===== src/rtl/digit_scan_ctrl_if.sv =====
`default_nettype none
// ============================================================================
//  Module      : digit_scan_ctrl_if
//  Description : Bus interface between the scan controller and its
//                environment. The environment side drives the enable, the
//                load strobe and the new digit nibbles. The controller side
//                drives the mux data inputs, the mux select, the active-low
//                anodes and the frame pulse.
//  Signals     : en      scan enable (0 = display blank)
//                load    one-cycle strobe capturing D0/D1
//                D0, D1  new digit values (4 bits each)
//                I0, I1  digit values presented to the 2:1 mux
//                B       mux select (0 = I0, 1 = I1)
//                an      anode enables, active-low, an[0] = digit 0
//                frame   one-cycle pulse at the start of each frame
//  Revision    : 1.0  initial release
// ============================================================================
interface digit_scan_ctrl_if;
  logic       en;
  logic       load;
  logic [3:0] D0;
  logic [3:0] D1;
  logic [3:0] I0;
  logic [3:0] I1;
  logic       B;
  logic [1:0] an;
  logic       frame;

  modport master (
    output en, load, D0, D1,
    input  I0, I1, B, an, frame
  );

  modport slave (
    input  en, load, D0, D1,
    output I0, I1, B, an, frame
  );
endinterface
`default_nettype wire


===== src/rtl/digit_scan_ctrl.sv =====
`default_nettype none
// ============================================================================
//  Module      : digit_scan_ctrl
//  Description : Two-digit seven-segment scan controller. It cycles
//                BLANK0 -> SHOW0 -> BLANK1 -> SHOW1, driving the active-low
//                anodes and the digit mux select. A blanking interval sits
//                before each lit digit to prevent ghosting. New digit values
//                are staged in shadow registers and only reach the mux
//                inputs at a frame boundary, so no frame mixes old and new
//                digits.
//  Ports       : clk   system clock
//                rst   synchronous active-high reset
//                bus   digit_scan_ctrl_if.slave (en, load, D0, D1 in;
//                      I0, I1, B, an, frame out)
//  Parameters  : CW    slot counter width
//                DIV   cycles each digit is lit
//                DEAD  blanking cycles before each digit
//  Revision    : 1.0  initial release
// ============================================================================
module digit_scan_ctrl #(
  parameter int CW   = 20,
  parameter int DIV  = 100000,
  parameter int DEAD = 1000
) (
  input  wire                logic clk,
  input  wire                logic rst,
  digit_scan_ctrl_if.slave   bus
);

  typedef enum logic [1:0] {
    BLANK0 = 2'd0,
    SHOW0  = 2'd1,
    BLANK1 = 2'd2,
    SHOW1  = 2'd3
  } state_t;

  // Terminal counts, taken in CW-bit unsigned arithmetic.
  localparam logic [CW-1:0] DIV_LAST  = CW'(DIV - 1);
  localparam logic [CW-1:0] DEAD_LAST = CW'(DEAD - 1);

  state_t        state_q, state_d;
  logic [CW-1:0] cnt_q,   cnt_d;
  logic [3:0]    i0_q,    i0_d;
  logic [3:0]    i1_q,    i1_d;
  logic [3:0]    s0_q,    s0_d;
  logic [3:0]    s1_q,    s1_d;
  logic          pend_q,  pend_d;
  logic          frame_q, frame_d;

  logic [CW-1:0] slot_last;
  logic          slot_done;

  always_ff @(posedge clk) begin
    if (rst) begin
      state_q <= BLANK0;
      cnt_q   <= '0;
      i0_q    <= 4'h0;
      i1_q    <= 4'h0;
      s0_q    <= 4'h0;
      s1_q    <= 4'h0;
      pend_q  <= 1'b0;
      frame_q <= 1'b0;
    end else begin
      state_q <= state_d;
      cnt_q   <= cnt_d;
      i0_q    <= i0_d;
      i1_q    <= i1_d;
      s0_q    <= s0_d;
      s1_q    <= s1_d;
      pend_q  <= pend_d;
      frame_q <= frame_d;
    end
  end

  // Lit slots last DIV cycles, blanking slots DEAD cycles.
  always_comb begin
    slot_last = DEAD_LAST;
    if (state_q == SHOW0 || state_q == SHOW1) begin
      slot_last = DIV_LAST;
    end
  end

  assign slot_done = (cnt_q == slot_last);

  always_comb begin
    state_d = state_q;
    cnt_d   = cnt_q;
    i0_d    = i0_q;
    i1_d    = i1_q;
    s0_d    = s0_q;
    s1_d    = s1_q;
    pend_d  = pend_q;
    frame_d = 1'b0;

    if (!bus.en) begin
      // Display is dark, so a load can go straight to the mux inputs;
      // nothing is left pending.
      state_d = BLANK0;
      cnt_d   = '0;
      if (bus.load) begin
        i0_d   = bus.D0;
        i1_d   = bus.D1;
        s0_d   = bus.D0;
        s1_d   = bus.D1;
        pend_d = 1'b0;
      end
    end else begin
      if (bus.load) begin
        s0_d   = bus.D0;
        s1_d   = bus.D1;
        pend_d = 1'b1;
      end

      if (slot_done) begin
        cnt_d = '0;
        unique case (state_q)
          BLANK0:  state_d = SHOW0;
          SHOW0:   state_d = BLANK1;
          BLANK1:  state_d = SHOW1;
          default: state_d = BLANK0;
        endcase
      end else begin
        cnt_d = cnt_q + CW'(1);
      end

      // Frame boundary: commit staged digits. A load in this very cycle
      // bypasses the shadow registers so it is not delayed a whole frame.
      if (state_q == SHOW1 && slot_done) begin
        frame_d = 1'b1;
        pend_d  = 1'b0;
        if (bus.load) begin
          i0_d = bus.D0;
          i1_d = bus.D1;
        end else if (pend_q) begin
          i0_d = s0_q;
          i1_d = s1_q;
        end
      end
    end
  end

  // Moore decode: select only moves while both anodes are off.
  always_comb begin
    bus.an = 2'b11;
    bus.B  = 1'b0;
    unique case (state_q)
      SHOW0: begin
        bus.an = 2'b10;
      end
      BLANK1: begin
        bus.B = 1'b1;
      end
      SHOW1: begin
        bus.an = 2'b01;
        bus.B  = 1'b1;
      end
      default: begin
        bus.an = 2'b11;
      end
    endcase
  end

  assign bus.I0    = i0_q;
  assign bus.I1    = i1_q;
  assign bus.frame = frame_q;

endmodule
`default_nettype wire


===== src/flat_wrapper.sv =====
// flat-port wrapper written by rule: the top's interface ports become plain ports
module digit_scan_ctrl_flat 
#(
  parameter int CW   = 20,
  parameter int DIV  = 100000,
  parameter int DEAD = 1000
)
  (clk, rst, bus_en, bus_load, bus_D0, bus_D1, bus_I0, bus_I1, bus_B, bus_an, bus_frame);
  digit_scan_ctrl_if bus_i ();
  input  wire                logic clk;
  input  wire                logic rst;
  input wire logic [$bits(bus_i.en)-1:0] bus_en;
  input wire logic [$bits(bus_i.load)-1:0] bus_load;
  input wire logic [$bits(bus_i.D0)-1:0] bus_D0;
  input wire logic [$bits(bus_i.D1)-1:0] bus_D1;
  output wire logic [$bits(bus_i.I0)-1:0] bus_I0;
  output wire logic [$bits(bus_i.I1)-1:0] bus_I1;
  output wire logic [$bits(bus_i.B)-1:0] bus_B;
  output wire logic [$bits(bus_i.an)-1:0] bus_an;
  output wire logic [$bits(bus_i.frame)-1:0] bus_frame;
  assign bus_i.en = bus_en;
  assign bus_i.load = bus_load;
  assign bus_i.D0 = bus_D0;
  assign bus_i.D1 = bus_D1;
  assign bus_I0 = bus_i.I0;
  assign bus_I1 = bus_i.I1;
  assign bus_B = bus_i.B;
  assign bus_an = bus_i.an;
  assign bus_frame = bus_i.frame;
  digit_scan_ctrl #(.CW(CW), .DIV(DIV), .DEAD(DEAD)) u_core (.clk(clk), .rst(rst), .bus(bus_i));
endmodule

===== config.mk =====
export PLATFORM = sky130hd
export DESIGN_NAME = digit_scan_ctrl_flat
export DESIGN_NICKNAME = d
export VERILOG_FILES = /design/src/rtl/digit_scan_ctrl_if.sv /design/src/rtl/digit_scan_ctrl.sv /design/src/flat_wrapper.sv
export SDC_FILE = /design/constraint.sdc
export NUM_CORES = 1
export LEC_CHECK = 0
export ABC_AREA = 1
export CORE_MARGIN = 2
export CORE_UTILIZATION = 35
export DETAILED_ROUTE_END_ITERATION = 16
export GPL_TIMING_DRIVEN = 0
export PLACE_DENSITY = 0.52
export SLEW_MARGIN = 0
export SYNTH_ARGS = -nofsm -noshare
export SYNTH_HDL_FRONTEND = slang
export SYNTH_SLANG_ARGS = --single-unit

===== constraint.sdc =====
create_clock -name clk -period 2.9 [get_ports clk]
set_input_delay 0.58 -clock clk [delete_from_list [all_inputs] [get_ports clk]]
set_output_delay 0.58 -clock clk [all_outputs]
set_load 0.02 [all_outputs]

# After elaboration in Yosys (flattened, before gate mapping)
# Cells that the tools add are included.
dict set report op_classes {
  add_sub_neg 1
  n_mux 19
  n_reduce_logical 10
  bitwise_logic 1
  eq_ne 6
}
# cell count
set op_table {}
lappend op_table {{$mux 4} 10}
lappend op_table {{$add 20x1->20 const B} 1}
lappend op_table {{$eq 20x17->1} 1}
lappend op_table {{$mux 17} 1}
lappend op_table {{$mux 1} 6}
lappend op_table {{$pmux 2 s3} 1}
lappend op_table {{$eq 2x2->1 const B} 2}
lappend op_table {{$pmux 2 s2} 1}
lappend op_table {{$reduce_bool 2->1} 2}
lappend op_table {{$reduce_or 2->1} 2}
lappend op_table {{$ne 3x2->1 const B} 1}
lappend op_table {{$reduce_and 3->1} 1}
lappend op_table {{$reduce_or 3->1} 1}
lappend op_table {{$eq 2x1->1 const B} 1}
lappend op_table {{$logic_not 2->1} 1}
lappend op_table {{$ne 2x1->1 const B} 1}
lappend op_table {{$reduce_and 2->1} 1}
lappend op_table {{$logic_and 1x1->1} 1}
lappend op_table {{$logic_or 1x1->1} 1}
lappend op_table {{$not 1->1} 1}
dict set report totals {
  ff_bits 40
  output_inout_bits 12
  wordCells 45
}

# Depth between registers and ports, before layout
# Gate-level depths: netlist of run 1.
dict set report logic_depth {
  depth_word 7
  mapped_depth 15
}

# Worst setup path after synthesis of run 1
# No wires, ideal clock.
dict set report synth_timing {
  kind {register -> register}
  startpoint {register u_core.state_q[1]}
  endpoint {register u_core.cnt_q[16]}
  path_stages_with_launch 13
  setup_slack_ns 1.182
  arrival_ns 1.641
  required_time_ns 2.822
  n_path_buf 1
  setup_ns 0.078
  cell_sequence {dfxtp_1 > inv_1 > ha_1 > inv_1 > nand2_2 > nor2_1 > nor2_1 > nand2_1 > nor2_2 > nand2_1 > nand2_2 > buf_4 > nor3_1}
}
dict set report synth_via {
  elab_chain_cells 5
  word_cells_on_any_way 6
  cone_classes {3 x eq/ne; 1 x mux; 2 x reduce/logical}
}
# element line_no
set synth_lines {}
lappend synth_lines {{from (decl)} digit_scan_ctrl.sv:41} ;# state_t state_q, state_d;
lappend synth_lines {{from (signal assigned)} digit_scan_ctrl.sv:64} ;# state_q <= state_d;
lappend synth_lines {{$eq 2x1->1 / $eq 2x2->1 (equally long branches)} digit_scan_ctrl.sv:78} ;# if (state_q == SHOW0 || state_q == SHOW1) begin
lappend synth_lines {{$logic_or 1x1->1 *} digit_scan_ctrl.sv:78}
lappend synth_lines {{$mux 17 *} digit_scan_ctrl.sv:78}
lappend synth_lines {{$eq 20x17->1 *} digit_scan_ctrl.sv:83} ;# assign slot_done = (cnt_q == slot_last);
lappend synth_lines {{$reduce_or 3->1 (no line) *} n/a}
lappend synth_lines {{to (signal assigned)} digit_scan_ctrl.sv:65} ;# cnt_q <= cnt_d;
lappend synth_lines {{to (decl)} digit_scan_ctrl.sv:42} ;# logic [CW-1:0] cnt_q, cnt_d;
# Every way passes the cells marked *; elsewhere a longest branch is shown, timed or not.
# A chain may end at the register's enable or synchronous reset.

# Final worst setup path of run 1
dict set report layout_timing {
  startpoint {register u_core.state_q[0]}
  endpoint {output port bus_B}
}
dict set report layout_via {
  elab_chain_cells 3
  word_cells_on_any_way 4
  cone_classes {2 x eq/ne; 1 x mux; 1 x reduce/logical}
}
# element line_no
set layout_lines {}
lappend layout_lines {{$eq 2x2->1} digit_scan_ctrl.sv:146} ;# unique case (state_q)
lappend layout_lines {{$reduce_or 2->1 (no line) *} n/a}
lappend layout_lines {{$mux 1 *} digit_scan_ctrl.sv:146}
lappend layout_lines {{to (decl)} flat_wrapper.sv:18} ;# output wire logic [$bits(bus_i.B)-1:0] bus_B;
# Marked as above.

==> results of run 1 <==
## power by group through the flow
| stage | Sequential (mW) | Clock [mW] | Combinational, mW |
|---|---|---|---|
| final | 0.573 | 0.467 | 0.116 |
| after global routing | 0.575 | 0.507 | 0.132 |
| after CTS | 0.573 | 0.484 | 0.117 |
| after detailed placement | 0.586 | 0 | 0.117 |
| after global placement | 0.586 | 0 | 0.117 |
| after floorplan | 0.596 | 0 | 0.0602 |
## cells in the final DEF (no fill, tap or decap), drive strengths merged, types with 3 or more instances in the layout
| cell type | count |
|---|---|
| nand4 | 3 |
| dfxtp | 40 |
| nand2 | 56 |
| clkdlybuf4s50 | 22 |
| nor2 | 56 |
| nor3b | 3 |
| buf | 3 |
| a21oi | 9 |
| nor3 | 13 |
| ha | 6 |
| mux2i | 8 |
| o21ai | 13 |
| inv | 36 |
| nand3 | 10 |
| clkbuf | 6 |
## worst paths after layout
check	startpoint	cells after the start	endpoint	slack [ns]
max	u_core.state_q[0]	4	bus_B	0.50
max reg2reg	u_core.state_q[1]	11	u_core.cnt_q[2]	0.89
min	u_core.cnt_q[0]	1	u_core.cnt_q[0]	0.46
min reg2reg	u_core.cnt_q[0]	1	u_core.cnt_q[0]	0.46
## layer usage
layer  vias to the layer above  share of wire  global-route usage  wire [um]
met5                         -              0                   0          0
met4                         0         0.0063             0.06724         24
met3                         2          0.028             0.02386        105
met2                        18           0.43              0.2153       1645
met1                       708           0.53              0.1842       2039
li1                        919              -                   -          -
## area by class of cell
type | instances | area, um2
buffer | 5 | 40.04
tap | 72 | 90.09
inverter | 36 | 135.1
clock inverter | 3 | 46.29
fill | 565 | 3094
clock buffer | 5 | 68.82
sequential | 40 | 800.8
multi-input combinational | 191 | 1011
timing repair buffer | 22 | 220.2
## kinds of logic (layout without fill, tap and decap cells)
| family | count (synthesis) | count (layout) | share of synthesized area |
|---|---|---|---|
| buf+inv | 41 | 71 | 0.08816 |
| xor+xnor | 4 | 4 | 0.01764 |
| mux | 8 | 8 | 0.04030 |
| flops | 40 | 40 | 0.4030 |
| compound gates | 27 | 27 | 0.07934 |
| fa+ha+maj | 6 | 6 | 0.03778 |
| simple gates | 146 | 146 | 0.3337 |
## per-stage QoR
stage	instance area (um2)	hold WS (ns)
5_1_grt	2412	0.5147
6_report	2412	0.4597
4_1_cts	2412	0.4674
3_3_place_gp	2297	0.4481
2_1_floorplan	1987	0.4294
3_5_place_dp	2297	0.4463
## registers in the layout, summed over array words and instances (netlist names)
signal            flops
u_core.s1_q           4
u_core.state_q        2
u_core.pend_q         1
u_core.bus.I1         4
u_core.bus.frame      1
u_core.bus.I0         4
u_core.s0_q           4
u_core.cnt_q         20
## worst max-delay path, stage by stage (launching register included)
cell and delay [ns]:
dfxtp_1 0.40, inv_1 0.09, ha_1 0.21, or2_2 0.29, clkdlybuf4s50_1 0.53
==> flow_summary.json, run 1 <==
{
  "place_congestion": 0.8205,
  "cts_buffer_depth": 2,
  "setup_tns_ns": 0,
  "die_x_um": 79.35,
  "grt_setup_unrepaired": "no",
  "clk_latency_ns": 0.29,
  "synth_top_area_frac": 0.4030,
  "worstPathMaxFanout": 4,
  "syn_to_final_growth_pct": 21.41,
  "switching_share": 0.2402,
  "utilization": 0.4381,
  "hold_viol_final": 0,
  "dp.cells": 366,
  "grt_pass1_wl_um": 6941,
  "synth_cell_types": 35,
  "slew_viol_final": 0,
  "clkPwrFrac": 0.404,
  "drv_cap": 0,
  "cp-start-kind": "flop",
  "comb_power_share": 0.100,
  "avgViaCountPerCell": 4.404,
  "path_class": "flop to output port",
  "worstPathRequired_ns": 2.32,
  "cts_tree": "built",
  "synth_area_per_cell_um2": 7.305,
  "start_util": 0.3608,
  "drive_above_1_share": 0.09934,
  "io_pins": 24,
  "post_cts_buffers": 0,
  "tightest_slew_ns": 0.4304,
  "core_area_um2": 5507,
  "io_buffers": 22,
  "detailed_place_hpwl_um": 2858,
  "htreeDepth": 2,
  "grt_max_degree": 15,
  "clk_pin_slew_worst_paths_ns": 0.09,
  "ys_warn_count": 0,
  "power.internal_mw": 0.8784,
  "overflow": 0,
  "p_seq_frac": 0.496,
  "endpoint_kind": "output port",
  "die_y_um": 79.35,
  "fin_nets": 319,
  "critical_path_arrival_ns": 1.82,
  "fmax_mhz": 417.5,
  "outcome": "finished clean",
  "postCtsResizedCells": 0,
  "first_pass_iters": 4,
  "netlist_instances": 272,
  "synth_common_cells": "nand2_1, nor2_1, dfxtp_1, inv_1, nor3_1",
  "cts_buffers": 5,
  "syn-num-nets": 290,
  "grt_pass1_vias": 1639,
  "post_drt_wl_per_cell_um": 10.20,
  "synth.largest_area_cell": "dfxtp_1",
  "min_path_type": "flop to flop",
  "yosysSeqAreaShare": 0.4030,
  "instances_no_fill": 374,
  "drtAntennaViolNets": 0,
  "setup_viol": 0,
  "diodes": 0,
  "totalPowerFinal_mw": 1.156,
  "syn_area_um2": 1987,
  "ys_ff_latch": 40,
  "p_sw_mw": 0.2777,
  "power_density_nw_per_um2": 479.3,
  "antenna_found_initial": 0,
  "vias": 1647,
  "hold_buffers": 0,
  "finClkSkew_ns": 0.008649,
  "synth_edf_count": 0,
  "ys_dominant_reg_cell": "dfxtp_1",
  "dpl_worst_slack_ns": 0.5111,
  "period_share": 0.8260,
  "synth.area.top_cells": "dfxtp_1, nand2_1, nor2_1, inv_1, mux2i_1",
  "ys_async_sr_fraction": 0,
  "row_count": 27,
  "die-area_um2": 6296,
  "vdd_drop_max_uv": 218.1,
  "grt_usage": 0.1380,
  "drtIter0Drc": 88,
  "worst_slack_ns": 0.5047,
  "leakagePower_nw": 0.9992,
  "wl_um": 3814,
  "slew_headroom": 0.7126,
  "period_minus_slack_ns": 2.395,
  "clock-sinks": 40,
  "root_buffer": "clkbuf_8",
  "remaining_drc_errors": 0
}
Note: power is estimated with default switching activity, not from simulation.
==> run 2: changes to the inputs <==
--- a/config.mk
+++ b/config.mk
@@ -10,7 +10,7 @@
 export CORE_UTILIZATION = 35
 export DETAILED_ROUTE_END_ITERATION = 16
 export GPL_TIMING_DRIVEN = 0
-export PLACE_DENSITY = 0.52
+export PLACE_DENSITY = 0.54
 export SLEW_MARGIN = 0
 export SYNTH_ARGS = -nofsm -noshare
 export SYNTH_HDL_FRONTEND = slang
==> constraint.sdc (replaced) <==
create_clock -name clk -period 1.98 [get_ports clk]
set_input_delay 0.396 -clock clk [delete_from_list [all_inputs] [get_ports clk]]
set_output_delay 0.396 -clock clk [all_outputs]
set_load 0.02 [all_outputs]
==> run 2 against run 1 <==
Worst hold slack improved by 0.014 ns. Register-to-register slack worse by 0.70 ns. Global-route usage decreased by 0.28 points. Via count up 2.1%. Cell count rose by 0.53%. First-iteration DRC count is 10% lower. Clock power grew 47%. Largest cell class unchanged.
==> flow_summary.json, run 2 (same netlist as run 1, synthesis figures left out) <==
{
  "remaining_drc_errors": 0,
  "grt_usage": 0.1352,
  "io_buffers": 22,
  "root_buffer": "clkbuf_8",
  "final_cell_mix": "nand2_1, nor2_1, dfxtp_1",
  "switching_share": 0.2405,
  "power_density_nw_per_um2": 693.8,
  "grt_pass1_vias": 1532,
  "start_util": 0.3608,
  "worst_path_largest_cell_delay_ns": 0.58,
  "drive_above_1_share": 0.1316,
  "syn_to_final_growth_pct": 23.17,
  "hold_viol_final": 0,
  "leakagePower_nw": 1.011,
  "slew_headroom": 0.7205,
  "slew_viol_final": 0,
  "drtAntennaViolNets": 0,
  "fmax_mhz": 539.4,
  "die_x_um": 79.35,
  "wl_um": 3790,
  "final_common_cell": "nand2_1",
  "first_pass_iters": 5,
  "postPlaceCellArea_um2": 2297,
  "cts_buffers": 5,
  "worstPathRequired_ns": 1.58,
  "hp-start": "u_core.cnt_q[0]",
  "period_minus_slack_ns": 1.854,
  "largest_register_ffs": 20,
  "clk_pin_slew_worst_paths_ns": 0.08,
  "vias": 1682,
  "grt_max_degree": 15,
  "cts_tree": "built",
  "regArea_um2": 803.3,
  "endpoint_kind": "output port",
  "detailed_place_hpwl_um": 2861,
  "nFillCells": 556,
  "outcome": "finished clean",
  "p_seq_frac": 0.494,
  "diodes": 0,
  "fin_nets": 321,
  "stdcell_area_um2": 2447,
  "drv_cap": 0,
  "clkPwrFrac": 0.403,
  "multi_input_area_um2": 1033,
  "comb_power_share": 0.102,
  "p_sw_mw": 0.4084,
  "cts_buffer_depth": 2,
  "path_cells": "ha_1 > inv_1 > clkdlybuf4s50_1",
  "critical_path_arrival_ns": 1.46,
  "grt_setup_unrepaired": "no",
  "instances_no_fill": 376,
  "grt_pass1_wl_um": 6706,
  "vdd_drop_max_uv": 305.7,
  "cp-start-kind": "flop",
  "clk_latency_ns": 0.29,
  "io_pins": 24,
  "r2r-start": "u_core.state_q[1]",
  "min_path_type": "flop to flop",
  "drtIter0Drc": 79,
  "core_area_um2": 5507,
  "die-area_um2": 6296,
  "overflow": 0,
  "dp.cells": 366,
  "antenna_found_initial": 0,
  "clock-sinks": 40,
  "post_drt_wl_per_cell_um": 10.08,
  "power.internal_mw": 1.289,
  "worstPathMaxFanout": 4,
  "finClkSkew_ns": 0.006304,
  "die_y_um": 79.35,
  "avgViaCountPerCell": 4.473,
  "setup_viol": 0,
  "crit_start": "u_core.state_q[0]",
  "htreeDepth": 2,
  "place_congestion": 0.7367,
  "regMostFlops": "u_core.cnt_q",
  "row_count": 27,
  "tightest_slew_ns": 0.4186,
  "period_share": 0.9363,
  "path_class": "flop to output port",
  "crit_slowest_cell": "clkdlybuf4s50_1"
}
==> run 2: cell types whose count changed in the layout (fill, tap and decap cells not counted), sizes merged <==
| cell | change |
|---|---|
| clkinvlp | -1 |
| clkinv | +2 |
| buf | +2 |
| clkbuf | +1 |
| clkdlybuf4s50 | -2 |
| dlygate4sd2 | +1 |
| inv | -1 |
==> run 2: final cells by class <==
type / count / area share
Multi-Input combinational cell: 191 / 0.4223
Sequential cell: 40 / 0.3282
Inverter: 36 / 0.05521
Buffer: 5 / 0.01636
Tap cell: 72 / 0.03681
Clock inverter: 3 / 0.01943
Timing Repair Buffer: 24 / 0.09356
Clock buffer: 5 / 0.02812
==> run 2: path summary, 6_finish.rpt <==
path / slack (ns) / to / cells past startpoint
min reg2reg: 0.47 / u_core.cnt_q[0] / 1
min: 0.47 / u_core.cnt_q[0] / 1
max: 0.13 / bus_an[1] / 3
max reg2reg: 0.19 / u_core.bus.I1[2] / 13
==> run 2: stage by stage <==
| step | TNS [ns] | total power, mW | worst slack, ns | utilization | hold WS [ns] |
|---|---|---|---|---|---|
| after floorplan | 0 | 0.9613 | 0.2616 | - | 0.4294 |
| after global placement | -2.567 | 1.029 | -0.2298 | 0.4172 | 0.4510 |
| after detailed placement | -3.117 | 1.030 | -0.2390 | 0.4172 | 0.4534 |
| after CTS | 0 | 1.725 | 0.02551 | 0.4394 | 0.4746 |
| after global routing | 0 | 1.777 | 0.002537 | 0.4444 | 0.5284 |
| final | 0 | 1.698 | 0.1262 | 0.4444 | 0.4739 |
==> run 2: routing by layer <==
layer	vias up	global-route usage	routed length [um]
met1	737	0.1773	2012
met5	-	0	0
met4	0	0.06724	71
li1	921	-	-
met3	5	0.03068	92
met2	19	0.2085	1614
==> run 2: worst max-delay path: cells and delay by family, from the launching register on <==
| family | cells | cell delay (ns) |
|---|---|---|
| buffers and inverters | 2 | 0.63 |
| flip-flops | 1 | 0.35 |
| adder cells (fa/ha/maj) | 1 | 0.19 |
==> run 2: power by group through the flow <==
stage	Combinational, mW	Clock, mW	Sequential (mW)
6_report	0.173	0.685	0.839
3_5_place_dp	0.171	0	0.859
3_3_place_gp	0.170	0	0.858
2_1_floorplan	0.0881	0	0.873
4_1_cts	0.172	0.712	0.840
5_1_grt	0.194	0.741	0.843
==> run 2: timing repair <==
item | 4_1_cts | 5_1_grt
resized for setup | 5 | 8
hold buffers | 0 | 0
setup endpoints to repair | 12 | 19
pin swaps | 0 | 2
setup buffers | 0 | 2
==> run 3: changes to the inputs <==
--- a/config.mk
+++ b/config.mk
@@ -7,10 +7,10 @@
 export LEC_CHECK = 0
 export ABC_AREA = 1
 export CORE_MARGIN = 2
-export CORE_UTILIZATION = 35
+export CORE_UTILIZATION = 49
 export DETAILED_ROUTE_END_ITERATION = 16
 export GPL_TIMING_DRIVEN = 0
-export PLACE_DENSITY = 0.54
+export PLACE_DENSITY = 0.72
 export SLEW_MARGIN = 0
 export SYNTH_ARGS = -nofsm -noshare
 export SYNTH_HDL_FRONTEND = slang
==> run 3 against run 2 <==
Utilization is 17 points higher. Combinational power fell by 2%. Critical path depth increased by 1. Sequential power about the same. Clock skew rose by 0.0031 ns. Clock-buffer cell count is the same. Clock power is 3.4% lower. Die area shrank 27%. Via count is 1.6% lower. Total power fell by 1.6%. Worst hold slack worse by 0.0059 ns. First-iteration DRC count is 22% higher.
==> flow_summary.json, run 3 (same netlist as run 1, synthesis figures left out) <==
{
  "cp-start-kind": "flop",
  "comb_power_share": 0.101,
  "grt_usage": 0.1731,
  "grt_max_degree": 14,
  "setup_viol": 0,
  "io_pins": 24,
  "path_class": "flop to output port",
  "drtIter0Drc": 96,
  "endpoint_kind": "output port",
  "crit_slowest_cell": "dfxtp_2",
  "wl_um": 3590,
  "power_density_nw_per_um2": 694.5,
  "crit_start": "u_core.state_q[0]",
  "cts_buffer_depth": 2,
  "regMostFlops": "u_core.cnt_q",
  "largest_register_ffs": 20,
  "worstPathMaxFanout": 4,
  "vias": 1655,
  "path_cells": "inv_1 > ha_1 > or2_2 > clkdlybuf4s15_1",
  "min_path_type": "flop to flop",
  "slew_headroom": 0.7170,
  "holdPathStages": 1,
  "io_buffers": 22,
  "period_share": 0.9667,
  "utilization": 0.6100,
  "finClkSkew_ns": 0.009362,
  "r2r_slack_ns": 0.17,
  "r2r-start": "u_core.state_q[1]",
  "switching_share": 0.2335,
  "antenna_found_initial": 0,
  "outcome": "finished clean",
  "rr_worst_depth": 14,
  "first_pass_iters": 4,
  "p_seq_frac": 0.503,
  "clk_latency_ns": 0.29,
  "tightest_slew_ns": 0.4238,
  "syn_to_final_growth_pct": 21.03,
  "drtAntennaViolNets": 0,
  "instances_no_fill": 352,
  "grt_pass1_wl_um": 5968,
  "drive_above_1_share": 0.1159,
  "post_cts_buffers": 0,
  "drv_cap": 0,
  "totalPowerFinal_mw": 1.670,
  "clk_pin_slew_worst_paths_ns": 0.08,
  "p_sw_mw": 0.3899,
  "fmax_mhz": 522.5,
  "htreeDepth": 2,
  "hold_viol_final": 0,
  "period_minus_slack_ns": 1.914,
  "die_x_um": 67.68,
  "slew_viol_final": 0,
  "detailed_place_hpwl_um": 2695,
  "die_y_um": 67.68,
  "hp-start": "u_core.cnt_q[0]",
  "dp.cells": 344,
  "root_buffer": "clkbuf_8",
  "hold_buffers": 0,
  "overflow": 0,
  "critical_path_arrival_ns": 1.52,
  "worst_path_largest_cell_delay_ns": 0.37,
  "worstPathRequired_ns": 1.58,
  "power.internal_mw": 1.280,
  "remaining_drc_errors": 0,
  "avgViaCountPerCell": 4.702,
  "row_count": 23,
  "clock-sinks": 40,
  "cts_tree": "built",
  "start_util": 0.5040,
  "die-area_um2": 4581,
  "min_to": "u_core.cnt_q[0]",
  "diodes": 0,
  "grt_pass1_vias": 1436,
  "final_cell_mix": "nand2_1, nor2_1, dfxtp_1",
  "r2r-end": "u_core.bus.I0[2]",
  "fin_nets": 319,
  "cts_buffers": 5,
  "vdd_drop_max_uv": 387.6,
  "core_area_um2": 3943,
  "post_drt_wl_per_cell_um": 10.20,
  "place_congestion": 0.8213,
  "leakagePower_nw": 0.9989,
  "clkPwrFrac": 0.396
}
## run 3: worst max path at each step
| stage | to | slack, ns | cells past startpoint |
|---|---|---|---|
| after floorplan | u_core.cnt_q[16] | 0.26 | 12 |
| after global placement | u_core.cnt_q[2] | -0.18 | 6 |
| after detailed placement | u_core.cnt_q[2] | -0.18 | 6 |
| after CTS | bus_B | 0.03 | 4 |
| after global routing | u_core.bus.I0[2] | -0.0009 | 14 |
| final | bus_B | 0.07 | 4 |
## run 3: layout make-up
cell class	count	area, um2
plain buffers	5	40.04
clock buffers	5	68.82
clock inverters	3	42.54
fillers	360	1538
inverters	36	135.1
multi-input cells	191	1033
flip-flops and latches	40	803.3
well taps	50	62.56
repair buffers	22	219.0
## run 3: worst max-delay path: cells and delay by family, from the launching register on
family        cells  cell delay (ns)
flops             1             0.37
buf+inv           2             0.36
simple gates      1             0.28
fa+ha+maj         1             0.21
## run 3: stage by stage
stage	instance area [um2]	setup TNS [ns]	worst slack, ns	hold WS [ns]
after floorplan	1987	0	0.2616	0.4294
after global placement	2270	-1.490	-0.1796	0.4465
after detailed placement	2270	-1.750	-0.1770	0.4490
after CTS	2387	0	0.02530	0.4682
after global routing	2405	-0.0009426	-0.0009426	0.4949
final	2405	0	0.06597	0.4680
## run 3: power groups by stage
stage	Combinational, mW	Sequential (mW)	Clock (mW)
2_1_floorplan	0.0881	0.873	0
3_3_place_gp	0.167	0.858	0
3_5_place_dp	0.169	0.859	0
4_1_cts	0.170	0.840	0.682
5_1_grt	0.187	0.842	0.707
6_report	0.169	0.839	0.662
## run 3: timing repair
action,in CTS,in global routing
gates cloned,0,0
pin swaps,0,1
resized for setup,5,6
setup endpoints to repair,12,19
## run 3: layer usage
metal  GRT usage  part of all wire
met1      0.2325              0.52
met2      0.2598              0.44
met3     0.04000             0.028
met4     0.08418             0.016
met5           0                 0
